`config.mk`:
```
export PLATFORM = sky130hd
export DESIGN_NAME = mem_arbiter
export DESIGN_NICKNAME = d
export VERILOG_FILES = /design/src/rtl/riscv_pkg.sv /design/src/rtl/arb_timer.sv /design/src/rtl/mem_arbiter.sv
export SDC_FILE = /design/constraint.sdc
export NUM_CORES = 1
export LEC_CHECK = 0
export CORE_ASPECT_RATIO = 0.5
export CORE_MARGIN = 8
export CORE_UTILIZATION = 40
export CTS_CLUSTER_DIAMETER = 80
export CTS_CLUSTER_SIZE = 12
export DETAILED_ROUTE_END_ITERATION = 16
export PLACE_DENSITY = 0.85
export SYNTH_ARGS = -nofsm -noshare
export SYNTH_HDL_FRONTEND = slang
export SYNTH_SLANG_ARGS = --single-unit
```
`constraint.sdc`:
```
create_clock -name clk -period 2 [get_ports clk]
set_input_delay 0.3 -clock clk [delete_from_list [all_inputs] [get_ports clk]]
set_output_delay 0.3 -clock clk [all_outputs]
set_load 0.02 [all_outputs]
```
`src/rtl/riscv_pkg.sv`:
```
// Shared types and defaults for the instruction/data memory arbiter.
package riscv_pkg;

    typedef enum logic [1:0] {
        IDLE  = 2'd0,
        GNT_I = 2'd1,
        GNT_D = 2'd2,
        DONE  = 2'd3
    } arb_state_t;

    localparam int STARVE_MAX_DEF = 4;
    localparam int TIMEOUT_DEF    = 255;

    function automatic logic [2:0] sat_inc3(input logic [2:0] v);
        return (v == 3'd7) ? v : v + 3'd1;
    endfunction

endpackage

```
`src/rtl/arb_timer.sv`:
```
// Counts granted cycles without a memory ack; flags the cycle that
// would be the TIMEOUT-th such cycle.
module arb_timer
    import riscv_pkg::*;
#(
    parameter int TIMEOUT = TIMEOUT_DEF
) (
    input  logic clk,
    input  logic n_rst,
    input  logic i_clr,
    input  logic i_en,
    output logic o_expired
);

    localparam int CNT_W = (TIMEOUT < 2) ? 1 : $clog2(TIMEOUT + 1);

    logic [CNT_W-1:0] r_cnt;

    assign o_expired = i_en && (r_cnt == CNT_W'(TIMEOUT - 1));

    always_ff @(posedge clk or negedge n_rst) begin
        if (!n_rst) begin
            r_cnt <= '0;
        end else if (i_clr) begin
            r_cnt <= '0;
        end else if (i_en && !o_expired) begin
            r_cnt <= r_cnt + CNT_W'(1);
        end
    end

endmodule

```
`src/rtl/mem_arbiter.sv`:
```
// Two-port (fetch/data) arbiter onto a single memory port, with
// fetch starvation guard and per-transaction timeout.
module mem_arbiter
    import riscv_pkg::*;
#(
    parameter int ADDR_W     = 32,
    parameter int DATA_W     = 32,
    parameter int STARVE_MAX = STARVE_MAX_DEF,
    parameter int TIMEOUT    = TIMEOUT_DEF
) (
    input  logic              clk,
    input  logic              n_rst,
    input  logic              i_req,
    input  logic [ADDR_W-1:0] i_addr,
    output logic [DATA_W-1:0] i_rdata,
    output logic              i_ready,
    input  logic              d_req,
    input  logic              d_we,
    input  logic [ADDR_W-1:0] d_addr,
    input  logic [DATA_W-1:0] d_wdata,
    input  logic [3:0]        d_be,
    output logic [DATA_W-1:0] d_rdata,
    output logic              d_ready,
    output logic              m_req,
    output logic              m_we,
    output logic [ADDR_W-1:0] m_addr,
    output logic [DATA_W-1:0] m_wdata,
    output logic [3:0]        m_be,
    input  logic [DATA_W-1:0] m_rdata,
    input  logic              m_ack,
    output logic              stall,
    output logic              err
);

    arb_state_t        r_state;
    logic [2:0]        r_starve;
    logic              r_m_req;
    logic              r_m_we;
    logic [ADDR_W-1:0] r_m_addr;
    logic [DATA_W-1:0] r_m_wdata;
    logic [3:0]        r_m_be;
    logic [DATA_W-1:0] r_i_rdata;
    logic [DATA_W-1:0] r_d_rdata;
    logic              r_i_ready;
    logic              r_d_ready;
    logic              r_err;

    logic w_busy;
    logic w_starved;
    logic w_gnt_d;
    logic w_gnt_i;
    logic w_ack;
    logic w_tmo_en;
    logic w_tmo;
    logic w_done;
    logic w_done_i;
    logic w_done_d;

    assign w_busy    = (r_state == GNT_I) || (r_state == GNT_D);
    assign w_starved = i_req && (r_starve == 3'(STARVE_MAX));
    assign w_gnt_d   = (r_state == IDLE) && d_req && !w_starved;
    assign w_gnt_i   = (r_state == IDLE) && i_req && !w_gnt_d;
    assign w_ack     = w_busy && m_ack;
    assign w_tmo_en  = w_busy && !m_ack;
    assign w_done    = w_ack || w_tmo;
    assign w_done_i  = w_done && (r_state == GNT_I);
    assign w_done_d  = w_done && (r_state == GNT_D);

    arb_timer #(
        .TIMEOUT (TIMEOUT)
    ) u_timer (
        .clk       (clk),
        .n_rst     (n_rst),
        .i_clr     (w_gnt_d || w_gnt_i),
        .i_en      (w_tmo_en),
        .o_expired (w_tmo)
    );

    always_ff @(posedge clk or negedge n_rst) begin
        if (!n_rst) begin
            r_state  <= IDLE;
            r_starve <= '0;
        end else begin
            case (r_state)
                IDLE: begin
                    if (w_gnt_d) begin
                        r_state <= GNT_D;
                    end else if (w_gnt_i) begin
                        r_state <= GNT_I;
                    end
                    // fetch waiting only builds pressure while it keeps asking
                    if (w_gnt_i || !i_req) begin
                        r_starve <= '0;
                    end else if (w_gnt_d) begin
                        r_starve <= sat_inc3(r_starve);
                    end
                end
                GNT_I, GNT_D: begin
                    if (w_done) begin
                        r_state <= DONE;
                    end
                end
                DONE: r_state <= IDLE;
                default: r_state <= IDLE;
            endcase
        end
    end

    always_ff @(posedge clk or negedge n_rst) begin
        if (!n_rst) begin
            r_m_req   <= 1'b0;
            r_m_we    <= 1'b0;
            r_m_addr  <= '0;
            r_m_wdata <= '0;
            r_m_be    <= '0;
        end else begin
            unique case (1'b1)
                w_gnt_d: begin
                    r_m_req   <= 1'b1;
                    r_m_we    <= d_we;
                    r_m_addr  <= d_addr;
                    r_m_wdata <= d_wdata;
                    r_m_be    <= d_be;
                end
                w_gnt_i: begin
                    r_m_req   <= 1'b1;
                    r_m_we    <= 1'b0;
                    r_m_addr  <= i_addr;
                    r_m_wdata <= '0;
                    r_m_be    <= 4'hF;
                end
                w_done: r_m_req <= 1'b0;
                default: ;
            endcase
        end
    end

    always_ff @(posedge clk or negedge n_rst) begin
        if (!n_rst) begin
            r_i_rdata <= '0;
            r_d_rdata <= '0;
            r_i_ready <= 1'b0;
            r_d_ready <= 1'b0;
            r_err     <= 1'b0;
        end else begin
            r_i_ready <= w_done_i;
            r_d_ready <= w_done_d;
            // an ack in the expiring cycle wins, so w_tmo implies no ack
            r_err     <= w_tmo;
            if (w_done_i) begin
                r_i_rdata <= w_ack ? m_rdata : '0;
            end
            if (w_done_d) begin
                r_d_rdata <= w_ack ? m_rdata : '0;
            end
        end
    end

    assign m_req   = r_m_req;
    assign m_we    = r_m_we;
    assign m_addr  = r_m_addr;
    assign m_wdata = r_m_wdata;
    assign m_be    = r_m_be;
    assign i_rdata = r_i_rdata;
    assign d_rdata = r_d_rdata;
    assign i_ready = r_i_ready;
    assign d_ready = r_d_ready;
    assign err     = r_err;
    assign stall   = (i_req & ~i_ready) | (d_req & ~d_ready);

endmodule

```
Yosys cells after proc, flatten, opt, wreduce, memory -nomap -nowiden
Cells that the tools add are included.
- register bits: 150
- latch bits: 0
- RAM bits: 0
- ROM bits: 0
- bits of input ports: 138
- logic and storage cells: 73
- memories kept: 0
- $add $sub $neg: 2
- multiply operators: 0
- divide/modulo/power cells: 0
- order comparisons: 0
- equality and inequality tests: 9
- shift-type cells: 0
- multiplexer cells: 15
- bitwise gates (word level): 5
- reductions and logical operators: 29
- operators by type and width (cell ; number):
    $pmux W32 S2 ; 2
    $mux W32 ; 1
    $mux W8 ; 2
    $logic_and A1 B1 Y1 ; 11
    $mux W3 ; 3
    $add A8 B1 Y8 const B ; 1
    $eq A8 B8 Y1 const B ; 1
    $pmux W4 S2 ; 1
    $reduce_bool A2 Y1 ; 4
    $eq A3 B3 Y1 const B ; 2
    $mux W2 ; 3
    $pmux W2 S3 ; 1
    $logic_not A1 Y1 ; 5
    $eq A2 B2 Y1 const B ; 2
    $logic_or A1 B1 Y1 ; 4
    $ne A2 B2 Y1 const B ; 2
    $pmux W1 S2 ; 2
    $reduce_or A2 Y1 ; 2
    $add A3 B1 Y3 const B ; 1
    $ne A3 B3 Y1 const B ; 1
    $reduce_and A3 Y1 ; 1
    $and A1 B1 Y1 ; 2
    $eq A2 B1 Y1 const B ; 1
    $logic_not A2 Y1 ; 1
    3 further kinds ; 4

Longest topological paths before layout
Gate-level depths: netlist of run 1.
- depth in word-level cells: 9
- mapped depth: 9
- gate-level depth less buffers: 6

By module
Synthesis of run 1 repeated with hierarchy kept, for this count alone.
- cells, all modules: 430
- area total of the unflattened synthesis: 6318.6 um2
- by module, submodules not included (module ; instances ; cells an instance ; area an instance (um2) ; sequential area each (um2)):
    mem_arbiter ; 1 ; 383 ; 5829.3 ; 3553.4
    arb_timer ; 1 ; 47 ; 489.2 ; 200.2

Worst setup path after synthesis of run 1
OpenSTA, ideal clock, no wires.
- path kind: flip-flop to flip-flop
- start point: register r_state[0]
- end point: register r_state[0]
- library setup time: 0.125 ns
- arrival time: 1.635 ns
- setup slack: 0.241 ns
- cell stages (with the launch flop): 9
- path buffers: 2
- period minus slack after synthesis: 1.759 ns
- path through: dfrtp_1 > inv_1 > ha_1 > buf_2 > inv_2 > a311oi_4 > buf_4 > a21oi_1 > mux2_2
- word-level cells in the longest chain between the ends: 7
- ends and longest elaborated chain (item ; line ; RTL):
    start: declaration ; mem_arbiter.sv:35 ; arb_state_t r_state;
    start signal: assignment ; mem_arbiter.sv:81 ; r_state <= IDLE;
    start signal: assignment ; mem_arbiter.sv:87 ; r_state <= GNT_D;
    start signal: assignment ; mem_arbiter.sv:89 ; r_state <= GNT_I;
    $eq A2 B1 Y1, or another cell as far along ; mem_arbiter.sv:59, mem_arbiter.sv:84 ;
    $logic_or A1 B1 Y1 or $logic_and A1 B1 Y1 (tied branches) ; mem_arbiter.sv:59, mem_arbiter.sv:61 ;
    $logic_and A1 B1 Y1 (on tied branches) ; mem_arbiter.sv:64, mem_arbiter.sv:61 ;
    $logic_and A1 B1 Y1 or $logic_not A1 Y1 (tied branches) ; arb_timer.sv:19, mem_arbiter.sv:62 ;
    $logic_or A1 B1 Y1 or $logic_and A1 B1 Y1 (tied branches) ; mem_arbiter.sv:65, mem_arbiter.sv:62 ;
    $ne A2 B2 Y1 (no line) or $ne A3 B3 Y1 (tied branches) ; n/a ;
    $reduce_and A2 Y1 (no line) ; n/a ;
Several ways; a longest one is shown, not always the timed one.
A chain may end at the register's enable or synchronous reset.

Worst setup path in the final report of run 1
- start point: register r_state[0]
- end point: register u_timer.r_cnt[7]
- word-level cells in the longest chain between the ends: 7
- ends and longest elaborated chain (item ; line ; RTL):
    $eq A2 B1 Y1, or another cell as far along ; mem_arbiter.sv:59 ; assign w_busy = (r_state == GNT_I) || (r_state == GNT_D);
    $logic_or A1 B1 Y1 or $logic_and A1 B1 Y1 (tied branches) ; mem_arbiter.sv:59, mem_arbiter.sv:61 ;
    $logic_and A1 B1 Y1 (on tied branches) ; mem_arbiter.sv:64, mem_arbiter.sv:61 ;
    $logic_and A1 B1 Y1 or $logic_not A1 Y1 (tied branches) ; arb_timer.sv:19, mem_arbiter.sv:62 ;
    $logic_not A1 Y1 or $logic_and A1 B1 Y1 (tied branches) ; arb_timer.sv:26, mem_arbiter.sv:62 ;
    $logic_and A1 B1 Y1 or $logic_or A1 B1 Y1 (tied branches) ; arb_timer.sv:26, mem_arbiter.sv:74 ;
    $reduce_bool A2 Y1 (no line) or $mux W8 (tied branches) ; n/a ;
    end signal: assignment ; arb_timer.sv:27 ; r_cnt <= r_cnt + CNT_W'(1);
    end: declaration ; arb_timer.sv:17 ; logic [CNT_W-1:0] r_cnt;
Several ways; a longest one is shown, not always the timed one.

==> flow_results.org, run 1 <==
** Pwr
- Internal power contribution :: 9.644 mW
- Net switching is 37.92% of the power.
- Summed over all nets, the switching power comes to 5.890 mW.
- Leak :: 4.271 nW
- VDD sags by at most 0.7884 mV.
- The share of total power dissipated in sequential elements is 32.3%.
- Combinational logic burns 47.5% of the power.
- For this design the ratio of total power to cell area is 1575 mW/mm2.
- In this run, the clock network consumes 20.2% of the power.
- Total Power :: 15.53 mW

** Floorplan
- The floorplan step defined a die boundary enclosing 0.02003 mm2.
- Number of rows in the core area :: 32
- For this design the top-level I/O count stands at 276.
- Y dimension of the die :: 104.2 um
- Measured along the x axis, the die boundary spans 192.3 um.
- Initial standard-cell utilization of the core :: 40.65%
- The core region is 0.01529 mm2.

** Timing
- Period utilisation layout :: 94.12%
- Summed over all failing endpoints, the final setup total negative slack is 0 ns.
- Worst slew margin relative to its limit :: 66.61%
- The worst path meets setup with 0.1176 ns of slack.
- Max-slew violation total from the final report :: 0
- Static timing analysis puts the maximum clock frequency at 531.2 MHz.
- Post-layout min period :: 1.882 ns
- For the pin with the worst max-slew slack, the measured transition is 0.5008 ns.
- Number of endpoints failing setup at the final stage :: 0
- Setup repair after global routing missed its margin :: false
- Between clock sinks in the finished design, the worst skew comes to 0.01358 ns.
- The final count of hold timing violations came to 0.

** Critical path
- Worst reg-to-reg setup slack :: 0.12 ns
- STA classifies the critical path endpoint as a flip-flop.
- For the worst setup path, the data required time is 2.34 ns.
- Of all nets on the critical path, the largest fanout is 8.
- The worst setup path is launched from a flip-flop.
- STA puts the critical path data arrival time at 2.22 ns.
- The critical path is of the reg -> reg type.

** Detailed routing
- Remaining antenna violation count :: 0
- Signal routing reaches up to met4.
- After detailed routing, the wire length on met1 is 7835 um.
- The routed design uses 9951 um of met2 wire.
- Remaining routing DRC violations :: 0
- Before antenna repair, the detailed router went through 4 iterations.
- Sum of routed wire length over all layers :: 19560 um
- 1st-iter DRT viols :: 228
- DR WL met3 :: 1397 um
- In the routed layout, each cell is associated on average with a via count of 5.137.
- The routed layout has 5322 vias.
- Routed wire length per instance :: 18.88 um

** Min path
- Class of the most critical hold timing path :: in -> reg

** Outcome
- Outcome :: completed

** Clocking
- After clock tree synthesis, the clock-pin slew on the worst setup and hold paths is 0.07 ns.
- Cell chosen for the clock root :: sky130_fd_sc_hd__clkbuf_16
- The number of setup buffers added after CTS is 0.
- Clock tree from TritonCTS :: built
- No sink is reached through more buffers than the 2 on the longest clock path.
- For the worst-skew pair, the clock arrives at the later sink with an insertion delay of 0.42 ns.
- CTS Sinks :: 150
- In this run the number of H-tree levels came out at 4.
- Number of buffers created by CTS :: 17

** Placed design
- After legalization and detailed placement, the total HPWL measured 14210 um.
- Buffers placed on the I/O ports in this run total 275.
- Last weighted congestion value of the routability-driven placer :: 0.7929
- At the placement stage, the worst setup path has a slack of 0.04401 ns.

** Layout
- Filler Cells Inserted :: 1173
- The repair_antennas step left the layout with diodes totalling 0.
- Of the cells placed in the final design, the portion with a size suffix greater than 1 is 7.452%.
- NumNets Final :: 966
- Area delta synth->final :: 58.68%
- Cells fill 64.50% of the core in the end.

** Yosys
- In this run, distinct cell masters in the synthesized netlist total 38.
- When the netlist entered floorplanning its net count stood at 694.
- The synthesized netlist occupies a cell area of 0.006217 mm2.
- Sequential cells were found to cover 60.37% of the synthesized design area.
- Post-synthesis register bit count :: 150
- Synthesis produced 547 cells.
- Each instance of the synthesized netlist takes up on average 11.37 um2.
- For this run, the number of Yosys warnings is 0.

** Run
- Max-cap violations in this run came to 0.

** Global route
- Entering global routing, the biggest net connects 64 pins.
- Total global-route track usage :: 19.21%
- Global-route congestion overflow total :: 0
- Initial antenna violation count :: 0
- First-pass GRT wire length :: 30870 um
- Vias in the first global route :: 5659
==> state kept, by name, summed over array words and instances, names as in the netlist <==
name / flops
i_ready: 1
r_starve: 3
err: 1
u_timer.r_cnt: 8
r_state: 2
i_rdata: 32
m_req: 1
d_ready: 1
m_wdata: 32
d_rdata: 32
m_we: 1
m_be: 4
m_addr: 32
==> kinds of logic after synthesis <==
| family | count (synthesis) | synth area share [%] |
|---|---|---|
| muxes | 35 | 5.655 |
| buffers and inverters | 55 | 3.803 |
| AOI/OAI and AO/OA | 162 | 19.00 |
| and+or+nand+nor | 131 | 8.654 |
| xor gates and xnor gates | 5 | 0.7045 |
| adders and majority gates | 9 | 1.811 |
| DFF | 150 | 60.37 |
==> power by group through the flow <==
stage	clock (mW)	combinational, mW	sequential [mW]
after floorplan	0	2.30	6.47
after global placement	0	7.31	4.98
after detailed placement	0	7.46	5.06
after CTS	3.21	7.48	5.02
after global routing	3.35	7.90	5.17
final	3.13	7.38	5.02
==> layout by cell type, fill, tap and decap left out, drive strengths merged, types with 2 or more instances in the layout <==
cell	count
inv	16
o211ai	2
clkinv	2
nand4	3
and2	2
o22ai	2
o21ai	75
xor2	3
nand2	105
nor2	9
clkdlybuf4s50	272
ha	9
dfrtp	150
a31oi	2
nand3	3
clkbuf	19
and3	2
mux2i	34
a32o	64
a21oi	9
xnor2	2
buf	24
a22oi	2
clkinvlp	4
a211oi	2
==> timing repair <==
action | 4_1_cts | 5_1_grt
endpoints found under the hold margin | 50 | 0
hold buffers | 1 | 0
gates resized for setup | 0 | 2
setup endpoints to repair | 0 | 2
==> critical path: stages (launching register included) <==
cell,delay (ns)
sky130_fd_sc_hd__dfrtp_1,0.37
sky130_fd_sc_hd__inv_1,0.09
sky130_fd_sc_hd__ha_2,0.39
sky130_fd_sc_hd__and2b_1,0.17
sky130_fd_sc_hd__o21ai_1,0.12
sky130_fd_sc_hd__or4_1,0.51
sky130_fd_sc_hd__a21oi_1,0.15
==> area by class of cell <==
type / instances / area [um2] / area share, %
clock buffers: 19 / 442.9 / 4.490
well taps: 204 / 255.2 / 2.587
multi-input cells: 342 / 2240 / 22.70
repair buffers: 298 / 3002 / 30.42
inverters: 10 / 37.54 / 0.3805
flip-flops and latches: 150 / 3754 / 38.05
clock inverters: 13 / 135.1 / 1.370
==> per-stage QoR <==
stage	area (um2)	hold slack (ns)	std cells
floorplan	6217	0.004409	547
global placement	9273	0.2754	1003
detailed placement	9273	0.2857	1003
CTS	9861	0.2433	1036
global route	9866	0.2708	1036
finish	9866	0.2666	1036
==> path summary, 6_finish.rpt <==
kind	startpoint	end	cells after the start
min in group asynchronous	n_rst	i_rdata[28]	2
max reg2reg	r_state[0]	u_timer.r_cnt[7]	6
max in group asynchronous	n_rst	m_wdata[1]	3
min	m_ack	err	3
min reg2reg	d_rdata[13]	d_rdata[13]	1
max	r_state[0]	u_timer.r_cnt[7]	6
==> metal layers <==
metal | global-route usage, % | up-vias
met4 | 6.508 | 0
met3 | 5.857 | 30
li1 | - | 2523
met1 | 22.77 | 2613
met2 | 32.65 | 156
met5 | 0 | -
==> cell usage after synthesis <==
| master | n | area [um2] |
|---|---|---|
| sky130_fd_sc_hd__and3_1 | 2 | 12.51 |
| sky130_fd_sc_hd__xor2_1 | 3 | 26.28 |
| sky130_fd_sc_hd__or4_1 | 1 | 7.510 |
| sky130_fd_sc_hd__o21ai_1 | 3 | 15.01 |
| sky130_fd_sc_hd__inv_1 | 9 | 33.78 |
| sky130_fd_sc_hd__a22oi_1 | 2 | 15.01 |
| sky130_fd_sc_hd__o21ai_0 | 72 | 360.4 |
| sky130_fd_sc_hd__and2_1 | 2 | 12.51 |
| sky130_fd_sc_hd__a211oi_1 | 2 | 15.01 |
| sky130_fd_sc_hd__and4_1 | 1 | 8.760 |
| sky130_fd_sc_hd__a32o_1 | 64 | 640.6 |
| sky130_fd_sc_hd__mux2i_1 | 34 | 340.3 |
| sky130_fd_sc_hd__and4b_1 | 1 | 10.01 |
| sky130_fd_sc_hd__a311oi_4 | 1 | 26.28 |
| sky130_fd_sc_hd__o21a_1 | 1 | 7.510 |
| sky130_fd_sc_hd__a31oi_1 | 2 | 12.51 |
| sky130_fd_sc_hd__clkbuf_1 | 24 | 90.09 |
| sky130_fd_sc_hd__ha_1 | 9 | 112.6 |
| sky130_fd_sc_hd__o2bb2ai_1 | 1 | 8.760 |
| sky130_fd_sc_hd__xnor2_1 | 2 | 17.52 |
| sky130_fd_sc_hd__a21oi_1 | 9 | 45.04 |
| sky130_fd_sc_hd__nand3_1 | 3 | 15.01 |
| sky130_fd_sc_hd__nand2_1 | 105 | 394.1 |
| sky130_fd_sc_hd__nor3_1 | 1 | 5.000 |
| sky130_fd_sc_hd__buf_2 | 18 | 90.09 |
| sky130_fd_sc_hd__nand2b_1 | 1 | 6.260 |
| sky130_fd_sc_hd__o211ai_1 | 2 | 15.01 |
| sky130_fd_sc_hd__or3_1 | 1 | 6.260 |
| sky130_fd_sc_hd__and2b_1 | 1 | 7.510 |
| sky130_fd_sc_hd__buf_4 | 2 | 15.01 |
| sky130_fd_sc_hd__buf_1 | 1 | 3.750 |
| sky130_fd_sc_hd__o22ai_1 | 2 | 12.51 |
| sky130_fd_sc_hd__o31ai_1 | 1 | 7.510 |
| sky130_fd_sc_hd__nand4_1 | 3 | 18.77 |
| sky130_fd_sc_hd__mux2_2 | 1 | 11.26 |
| sky130_fd_sc_hd__nor2_1 | 9 | 33.78 |
| sky130_fd_sc_hd__inv_2 | 1 | 3.750 |
| sky130_fd_sc_hd__dfrtp_1 | 150 | 3754 |
Power figures use the tool's default switching activity.
==> run 2, diff against run 1 <==
--- a/config.mk
+++ b/config.mk
@@ -6,7 +6,7 @@
 export NUM_CORES = 1
 export LEC_CHECK = 0
 export CORE_ASPECT_RATIO = 0.5
-export CORE_MARGIN = 8
+export CORE_MARGIN = 5
 export CORE_UTILIZATION = 40
 export CTS_CLUSTER_DIAMETER = 80
 export CTS_CLUSTER_SIZE = 12
@@ -14,4 +14,5 @@
 export PLACE_DENSITY = 0.85
 export SYNTH_ARGS = -nofsm -noshare
 export SYNTH_HDL_FRONTEND = slang
+export SYNTH_HIERARCHICAL = 1
 export SYNTH_SLANG_ARGS = --single-unit
==> flow_results.org, run 2 <==
** Outcome
- The flow ran to the end, and the final reports show no timing, DRC or antenna violations.

** Timing
- The final count of hold timing violations came to 0 (unchanged).
- The final hold slack was 0.4091 ns (+0.1424 ns).
- Clock Skew :: 0.01296 ns (-0.0006162 ns)
- Post-layout min period :: 1.889 ns (+0.006824 ns)
- Max-slew violation total from the final report :: 0 (unchanged)
- The setup TNS after final layout came to 0 ns (unchanged).
- Period utilisation layout :: 94.46% (+0.34 points)
- Setup slack of the critical path after layout :: 0.1108 ns (-0.006824 ns)
- The slew at the pin closest to its max-slew limit was 0.4446 ns (-0.05629 ns).
- Setup repair after global routing left no endpoint under its margin.
- The max-slew headroom at the worst pin came to 70.36% (+3.8 points).
- Maximum clock frequency :: 529.3 MHz (-0.36%)
- The final count of negative-setup-slack endpoints came to 0 (unchanged).

** Critical path
- Slowest CP cell :: sky130_fd_sc_hd__dfrtp_1
- The maximum fanout encountered on the critical timing path was 30 (+22).
- In this design, the largest share of critical-path delay is due to simple AND/OR/NAND/NOR gates.
- Element type at the critical path start :: flip-flop
- The worst setup path is captured at a flip-flop.
- The biggest cell delay along the critical path came to 0.35 ns (-0.16 ns).
- Sum of buffers and inverters on the critical path :: 2 (+1)
- The setup path with the least slack is of type reg -> reg.
- List of cells traversed by the critical path :: inv_1 > ha_1 > nor2b_4 > and3_4 > a21o_1 > nand2_1 > buf_12 > a22o_1
- Worst EP arrival :: 2.18 ns (-0.04 ns)
- Critical path required time :: 2.29 ns (-0.05 ns)

** Yosys
- Post-synth top area share :: 59.41% (-0.97 points)
- Count of yosys warnings during synthesis :: 6 (+6)
- The sequential cell area fraction in the yosys report came to 59.41% (-0.97 points).
- After synthesis, the cell types taking the most area are sky130_fd_sc_hd__dfrtp_1 (59%), sky130_fd_sc_hd__a22o_1 (13%), sky130_fd_sc_hd__mux2_4 (10%).
- Number of enable flip-flop cells after synthesis :: 0 (unchanged)
- The post-synthesis instance total is 430 (-21%).
- Post-synthesis register bit count :: 150 (unchanged)
- Sorting the synthesized cells by how often they occur yields sky130_fd_sc_hd__dfrtp_1 (150), sky130_fd_sc_hd__a22o_1 (95), sky130_fd_sc_hd__mux2_4 (42).
- Synthesized Nets :: 577 (-17%)
- Most used standard cell by instance count after synthesis :: sky130_fd_sc_hd__dfrtp_1
- Average cell area after synthesis :: 14.69 um2 (+29%)
- The number of distinct library cell variants in the gate-level netlist after synthesis was 43 (+13%).
- The share of synthesized flip-flops with an asynchronous set or reset is 100.0% (unchanged).
- Main flop type after synthesis :: sky130_fd_sc_hd__dfrtp_1
- Netlist area before placement :: 0.006319 mm2 (+1.6%)
- sky130_fd_sc_hd__dfrtp_1 takes more of the synthesized area than any other cell.

** Global route
- GRT busiest layer :: met2
- Met3 Track Usage GR :: 3.326% (-2.5 points)
- Largest net degree at the start of global routing :: 64 (unchanged)
- Grt met2 use :: 37.07% (+4.4 points)
- Vias in the first global route :: 5514 (-2.6%)
- Initial antenna violation count :: 0 (unchanged)
- The final global-route overflow total came to 0 (unchanged).
- The global-route wire length before repair is 30240 um (-2.1%).
- The total track usage came to 20.09% (+0.88 points).
- The global routing met1 resource utilization is 24.23% (+1.5 points).

** Floorplan
- The I/O pin count is 276 (unchanged).
- Die X :: 187.7 um (-2.4%)
- The total die area is 0.01856 mm2 (-7.3%).
- The row count is 32 (unchanged).
- The floorplan die height was 98.87 um (-5.1%).
- Initial standard-cell utilization of the core :: 40.88% (+0.23 points)
- Core Box Area :: 0.01545 mm2 (+1.0%)

** Clocking
- The maximum clock insertion buffer count is 2 (unchanged).
- The clock-pin slew of the registers on the worst-case setup and hold paths is 0.07 ns (about the same).
- The root buffer cell chosen for the clock tree is sky130_fd_sc_hd__clkbuf_16.
- Clock tree from TritonCTS :: built
- The number of buffers created by CTS was 17 (unchanged).
- The insertion delay of the later-clocked pin in the worst-skew pair is 0.41 ns (about the same).
- The number of clock sinks came to 150 (unchanged).
- Buffers inserted by post-CTS timing repair :: 0 (unchanged)
- Level count of the clock H-tree :: 4 (unchanged)

** Pwr
- The leakage power was 4.515 nW (+5.7%).
- Largest vdd supply drop :: 0.8273 mV (+4.9%)
- Power per cell area :: 1642 mW/mm2 (+4.3%)

** Detailed routing
- Remaining antenna violation count :: 0 (unchanged)
- The detailed router's first-iteration violation count is 174 (-24%).
- Via total after detailed routing :: 4902 (-7.9%)
- Routed wire length per instance :: 20.14 um (+6.6%)
- TritonRoute pass-1 iters :: 4 (unchanged)
- DR vias/cell :: 5.226 (+1.7%)
- The total wirelength of the detailed-routed design is 18890 um (-3.4%).
- Remaining routing DRC violations :: 0 (unchanged)

** Layout
- The number of filler cells placed in the layout is 1120 (-4.5%).
- The area of combinational cells with multiple inputs was 0.002357 mm2 (+5.3%).
- Leaving out fill and tap cells, the most frequent cell in the layout is sky130_fd_sc_hd__clkdlybuf4s50_1.
- The number of nets in the finished design is 868 (-10%).
- Share of post-route cells with drive strength above 1 :: 18.66% (+11 points)
- Area delta synth->final :: 59.23%
- Ant. Diodes :: 0 (unchanged)
- Commonest cells after routing, fill and taps aside :: sky130_fd_sc_hd__clkdlybuf4s50_1 (273), sky130_fd_sc_hd__dfrtp_1 (150), sky130_fd_sc_hd__a22o_1 (95)
- The flip-flop and latch area is 0.003754 mm2 (unchanged).

** Run
- The count of max-cap constraint violations came to 0 (unchanged).

** Placed design
- Last weighted congestion value of the routability-driven placer :: 0.8264 (+4.2%)
- The number of port buffers was 275 (unchanged).
- The detailed-placement wirelength estimate is 13520 um (-4.9%).
- Setup slack at placement :: 0.03618 ns (-0.007832 ns)

** Min path
- The tightest min-delay check is of the in -> async type.
-- run 2: cell count changes in the layout (fill, tap and decap cells not counted), sizes merged, moves of 3 or more --
| cell | previous run | this run |
|---|---|---|
| nand2 | 105 | 4 |
| a22o | 0 | 95 |
| o21ai | 75 | 1 |
| mux2 | 1 | 66 |
| a32o | 64 | 3 |
| mux2i | 34 | 3 |
| and3 | 2 | 8 |
| a21oi | 9 | 5 |
| buf | 24 | 28 |
| nor2b | 0 | 4 |
| o22a | 0 | 4 |
| a21boi | 0 | 3 |
| nor2 | 9 | 6 |
| nor3 | 1 | 4 |
-- run 2: power breakdown --
group,total [mW],switching [mW],internal [mW]
clock network,3.03,1.37,1.66
registers,5.14,0.790,4.35
logic,8.34,3.75,4.59
-- run 2: what timing repair did --
action / in CTS / in global routing
hold endpoints to repair: 41 / 0
endpoints found under the setup margin: 0 / 65
hold buffers: 1 / 0
gates resized for setup: 0 / 6
-- run 2: metal layers --
metal	wire length [um]	vias to the layer above
li1	-	2205
met1	7616	2513
met2	10110	149
met3	728	35
met4	432	0
met5	0	-
-- run 2: layout make-up --
type,instances,area share [%]
flip-flops and latches,150,37.31
multi-input cells,237,23.43
clock inverters,13,1.119
clock buffers,19,4.402
repair buffers,303,30.75
inverters,12,0.4477
well taps,204,2.537
-- run 2: logic make-up (layout without fill, tap and decap cells) --
family	after synthesis	after routing	share of synthesized area [%]
AOI/OAI and AO/OA	123	123	16.79
xor gates and xnor gates	1	1	0.1386
adders and majority gates	9	9	1.782
buffers and inverters	43	347	3.802
DFF	150	150	59.41
muxes	69	69	14.73
and+or+nand+nor	35	35	3.346
-- run 2: worst paths after layout --
path,slack [ns],startpoint,endpoint,cells after the start
worst max register to register,0.11,r_state[0],d_rdata[18],8
worst min register to register,0.50,m_wdata[10],m_wdata[10],1
worst max-delay path,0.11,r_state[0],d_rdata[18],8
max in group asynchronous,0.91,n_rst,m_req,3
min in group clk,0.49,d_wdata[22],m_wdata[22],2
worst min-delay path,0.41,n_rst,m_wdata[4],2
-- run 2: through the flow --
| step | cells | utilization (%) | cell area (um2) | total power, mW |
|---|---|---|---|---|
| 2_1_floorplan | 430 | - | 6321 | 9.645 |
| 3_3_place_gp | 905 | 61.29 | 9472 | 13.25 |
| 3_5_place_dp | 905 | 61.29 | 9472 | 13.49 |
| 4_1_cts | 938 | 64.94 | 10040 | 16.63 |
| 5_1_grt | 938 | 65.10 | 10060 | 17.35 |
| 6_report | 938 | 65.10 | 10060 | 16.52 |
==> run 3, diff against run 2 <==
--- a/config.mk
+++ b/config.mk
@@ -8,6 +8,7 @@
 export CORE_ASPECT_RATIO = 0.5
 export CORE_MARGIN = 5
 export CORE_UTILIZATION = 40
+export CTS_BUF_LIST = sky130_fd_sc_hd__clkbuf_4
 export CTS_CLUSTER_DIAMETER = 80
 export CTS_CLUSTER_SIZE = 12
 export DETAILED_ROUTE_END_ITERATION = 16
==> flow_results.org, run 3 (synthesized netlist as in run 2, its figures left out) <==
** Outcome
- Outcome :: completed

** Layout
- Filler Cells Inserted :: 1158 (+3.4%)
- Most frequent standard cell in the layout excluding fill and tap cells :: sky130_fd_sc_hd__clkdlybuf4s50_1
- Ant. Diodes :: 0 (unchanged)
- NumNets Final :: 868 (unchanged)
- The final design area excluding fillers is 0.009744 mm2 (-3.1%).
- Share of post-route cells with drive strength above 1 :: 18.66% (unchanged)
- Number of cells in the finished layout apart from fillers :: 938 (unchanged)
- Commonest cells after routing, fill and taps aside :: sky130_fd_sc_hd__clkdlybuf4s50_1 (273), sky130_fd_sc_hd__dfrtp_1 (150), sky130_fd_sc_hd__a22o_1 (95)
- The final cell utilization of the core is 63.05% (-2.0 points).
- Area delta synth->final :: 54.22%

** Detailed routing
- The first-pass iteration count of the detailed router came to 4 (unchanged).
- The number of remaining DRC errors is 0 (unchanged).
- Via total after detailed routing :: 4856 (-0.94%)
- Sum of routed wire length over all layers :: 18470 um (-2.2%)
- DR WL met3 :: 669 um (-8.1%)
- Remaining antenna violation count :: 0 (unchanged)
- The wire length per cell after detailed routing was 19.69 um (-2.2%).
- The via-per-instance ratio came to 5.177 (-0.94%).
- After detailed routing, no signal wire sits above met4.
- The amount of wire on met2 after detailed routing is 9859 um (-2.5%).
- The met1 layer wirelength in the final routing is 7567 um (-0.64%).
- The detailed router's first-iteration violation count is 171 (-1.7%).

** Critical path
- Worst EP arrival :: 2.34 ns (+0.16 ns)
- Setup CP Type :: reg -> reg
- Source of the worst register-to-register timing path :: r_state[1]
- STA classifies the critical path startpoint as a flip-flop.
- STA classifies the critical path endpoint as a flip-flop.
- Critical path required time :: 2.42 ns (+0.13 ns)
- Launching element of the worst setup path :: r_state[1]
- Max Fanout on Critical Path :: 30 (unchanged)

** Timing
- Setup repair after global routing missed its margin :: true
- Maximum clock frequency :: 520.4 MHz (-1.7%)
- Number of endpoints failing setup at the final stage :: 0 (unchanged)
- The final critical-path setup slack was 0.07851 ns (-0.03226 ns).
- The final worst-path cycle share came to 96.07% (+1.6 points).
- The slew at the pin closest to its max-slew limit was 0.4398 ns (-0.004742 ns).
- The max-slew headroom at the worst pin came to 70.68% (+0.32 points).
- Max-slew violation total from the final report :: 0 (unchanged)
- The setup skew after layout is 0.03151 ns (+0.01855 ns).
- The final count of hold timing violations came to 0 (unchanged).
- Post-layout min period :: 1.921 ns (+0.03226 ns)

** Placed design
- Port Buffer Count :: 275 (unchanged)
- Last weighted congestion value of the routability-driven placer :: 0.8264 (unchanged)
- The placed cell count is 905 (unchanged).
- The setup slack after placement came to 0.03618 ns (unchanged).
- Placement Cell Area :: 0.009472 mm2 (unchanged)
- Detailed placement HPWL :: 13520 um (unchanged)

** Floorplan
- The total die area was 0.01856 mm2 (unchanged).
- The row count came to 32 (unchanged).
- Initial standard-cell utilization of the core :: 40.88% (unchanged)
- The core region area is 0.01545 mm2 (unchanged).
- Number of primary I/O pins :: 276 (unchanged)
- Y dimension of the die :: 98.87 um (unchanged)
- Die X :: 187.7 um (unchanged)

** Global route
- Initial antenna violation count :: 0 (unchanged)
- First-pass GRT wire length :: 29650 um (-1.9%)
- Global-route congestion overflow total :: 0 (unchanged)
- The number of global-route vias before repair came to 5407 (-1.9%).
- The maximum number of pins on one net before global-route repair came to 64 (unchanged).
- The total track usage came to 19.73% (-0.36 points).

** Min path
- Class of the most critical hold timing path :: in -> async

** Clocking
- The H-tree depth was 4 (unchanged).
- The insertion delay of the later-clocked pin in the worst-skew pair was 0.53 ns (+0.12 ns).
- The clock-pin slew of the registers on the worst-case setup and hold paths was 0.15 ns (+0.08 ns).
- TritonCTS built the clock tree.
- The number of clock sinks was 150 (unchanged).
- The maximum clock insertion buffer count came to 2 (unchanged).
- The post-CTS setup-driven buffer insertion count came to 0 (unchanged).
- Clock tree synthesis selected as its root buffer the cell sky130_fd_sc_hd__clkbuf_4.
- The number of buffers created by CTS was 17 (unchanged).

** Pwr
- Largest vdd supply drop :: 0.8558 mV (+3.4%)
- The cell area power density is 1560 mW/mm2 (-5.0%).
- Total Power :: 15.20 mW (-8.0%)
- The clock network fraction of design power came to 11.5% (-6.9 points).
- Sw Ratio :: 37.85% (+2.0 points)
- The switching component of the power came to 5.755 mW (-2.7%).
- Leak :: 4.374 nW (-3.1%)
- Internal power contribution :: 9.448 mW (-11%)
- The power share of the combinational group is 54.8% (+4.3 points).
- Part of the power in registers :: 33.7% (+2.6 points)

** Run
- Number of max-cap violations :: 0 (unchanged)
[run 3: what timing repair did]
| action | 4_1_cts | 5_1_grt |
|---|---|---|
| endpoints found under the setup margin | 1 | 66 |
| endpoints found under the hold margin | 41 | 0 |
| resized for setup | 1 | 3 |
| pin swaps | 0 | 0 |
| cloned | 0 | 0 |
| hold buffers | 1 | 0 |
[run 3: critical path, stage by stage (launching register included)]
cell and delay [ns]:
sky130_fd_sc_hd__dfrtp_1 0.38, sky130_fd_sc_hd__inv_1 0.09, sky130_fd_sc_hd__ha_1 0.30, sky130_fd_sc_hd__nor2b_2 0.16, sky130_fd_sc_hd__and3_2 0.22, sky130_fd_sc_hd__a21o_1 0.13, sky130_fd_sc_hd__nand2_1 0.12, sky130_fd_sc_hd__buf_12 0.19
sky130_fd_sc_hd__a22o_1 0.24
[run 3: worst paths after layout]
path	slack [ns]	depth (start not counted)	endpoint
min in group clk	0.35	2	m_be[0]
setup / recovery	0.08	8	d_rdata[26]
max in group asynchronous	1.06	3	m_req
hold / removal	0.25	2	m_wdata[28]
hold reg to reg	0.52	1	d_rdata[31]
setup reg to reg	0.08	8	d_rdata[26]
[run 3: cell type report]
cell class	instances	area [um2]	share of cell area [%]
Multi-Input combinational cell	237	2349	24.10
Sequential cell	150	3754	38.52
Tap cell	204	255.2	2.619
Clock buffer	18	135.1	1.387
Clock inverter	14	116.4	1.194
Inverter	12	45.04	0.4622
Timing Repair Buffer	303	3090	31.72
[run 3: routing by layer]
metal / up-vias / global-route usage (%)
met5: - / 0
met4: 0 / 6.370
met3: 28 / 3.220
met2: 134 / 36.43
met1: 2491 / 23.81
li1: 2203 / -
[run 3: through the flow]
stage	hold WS (ns)	TNS [ns]
floorplan	0.004409	0
global placement	0.2517	0
finish	0.2524	0
detailed placement	0.2601	0
global route	0.2614	-0.007078
CTS	0.2532	0
[run 3: power by group through the flow]
stage | Combinational (mW) | Sequential [mW] | Clock (mW)
floorplan | 3.07 | 6.57 | 0
detailed placement | 8.37 | 5.13 | 0
global placement | 8.16 | 5.09 | 0
global route | 8.77 | 5.29 | 1.94
CTS | 8.40 | 5.11 | 1.81
finish | 8.33 | 5.12 | 1.75
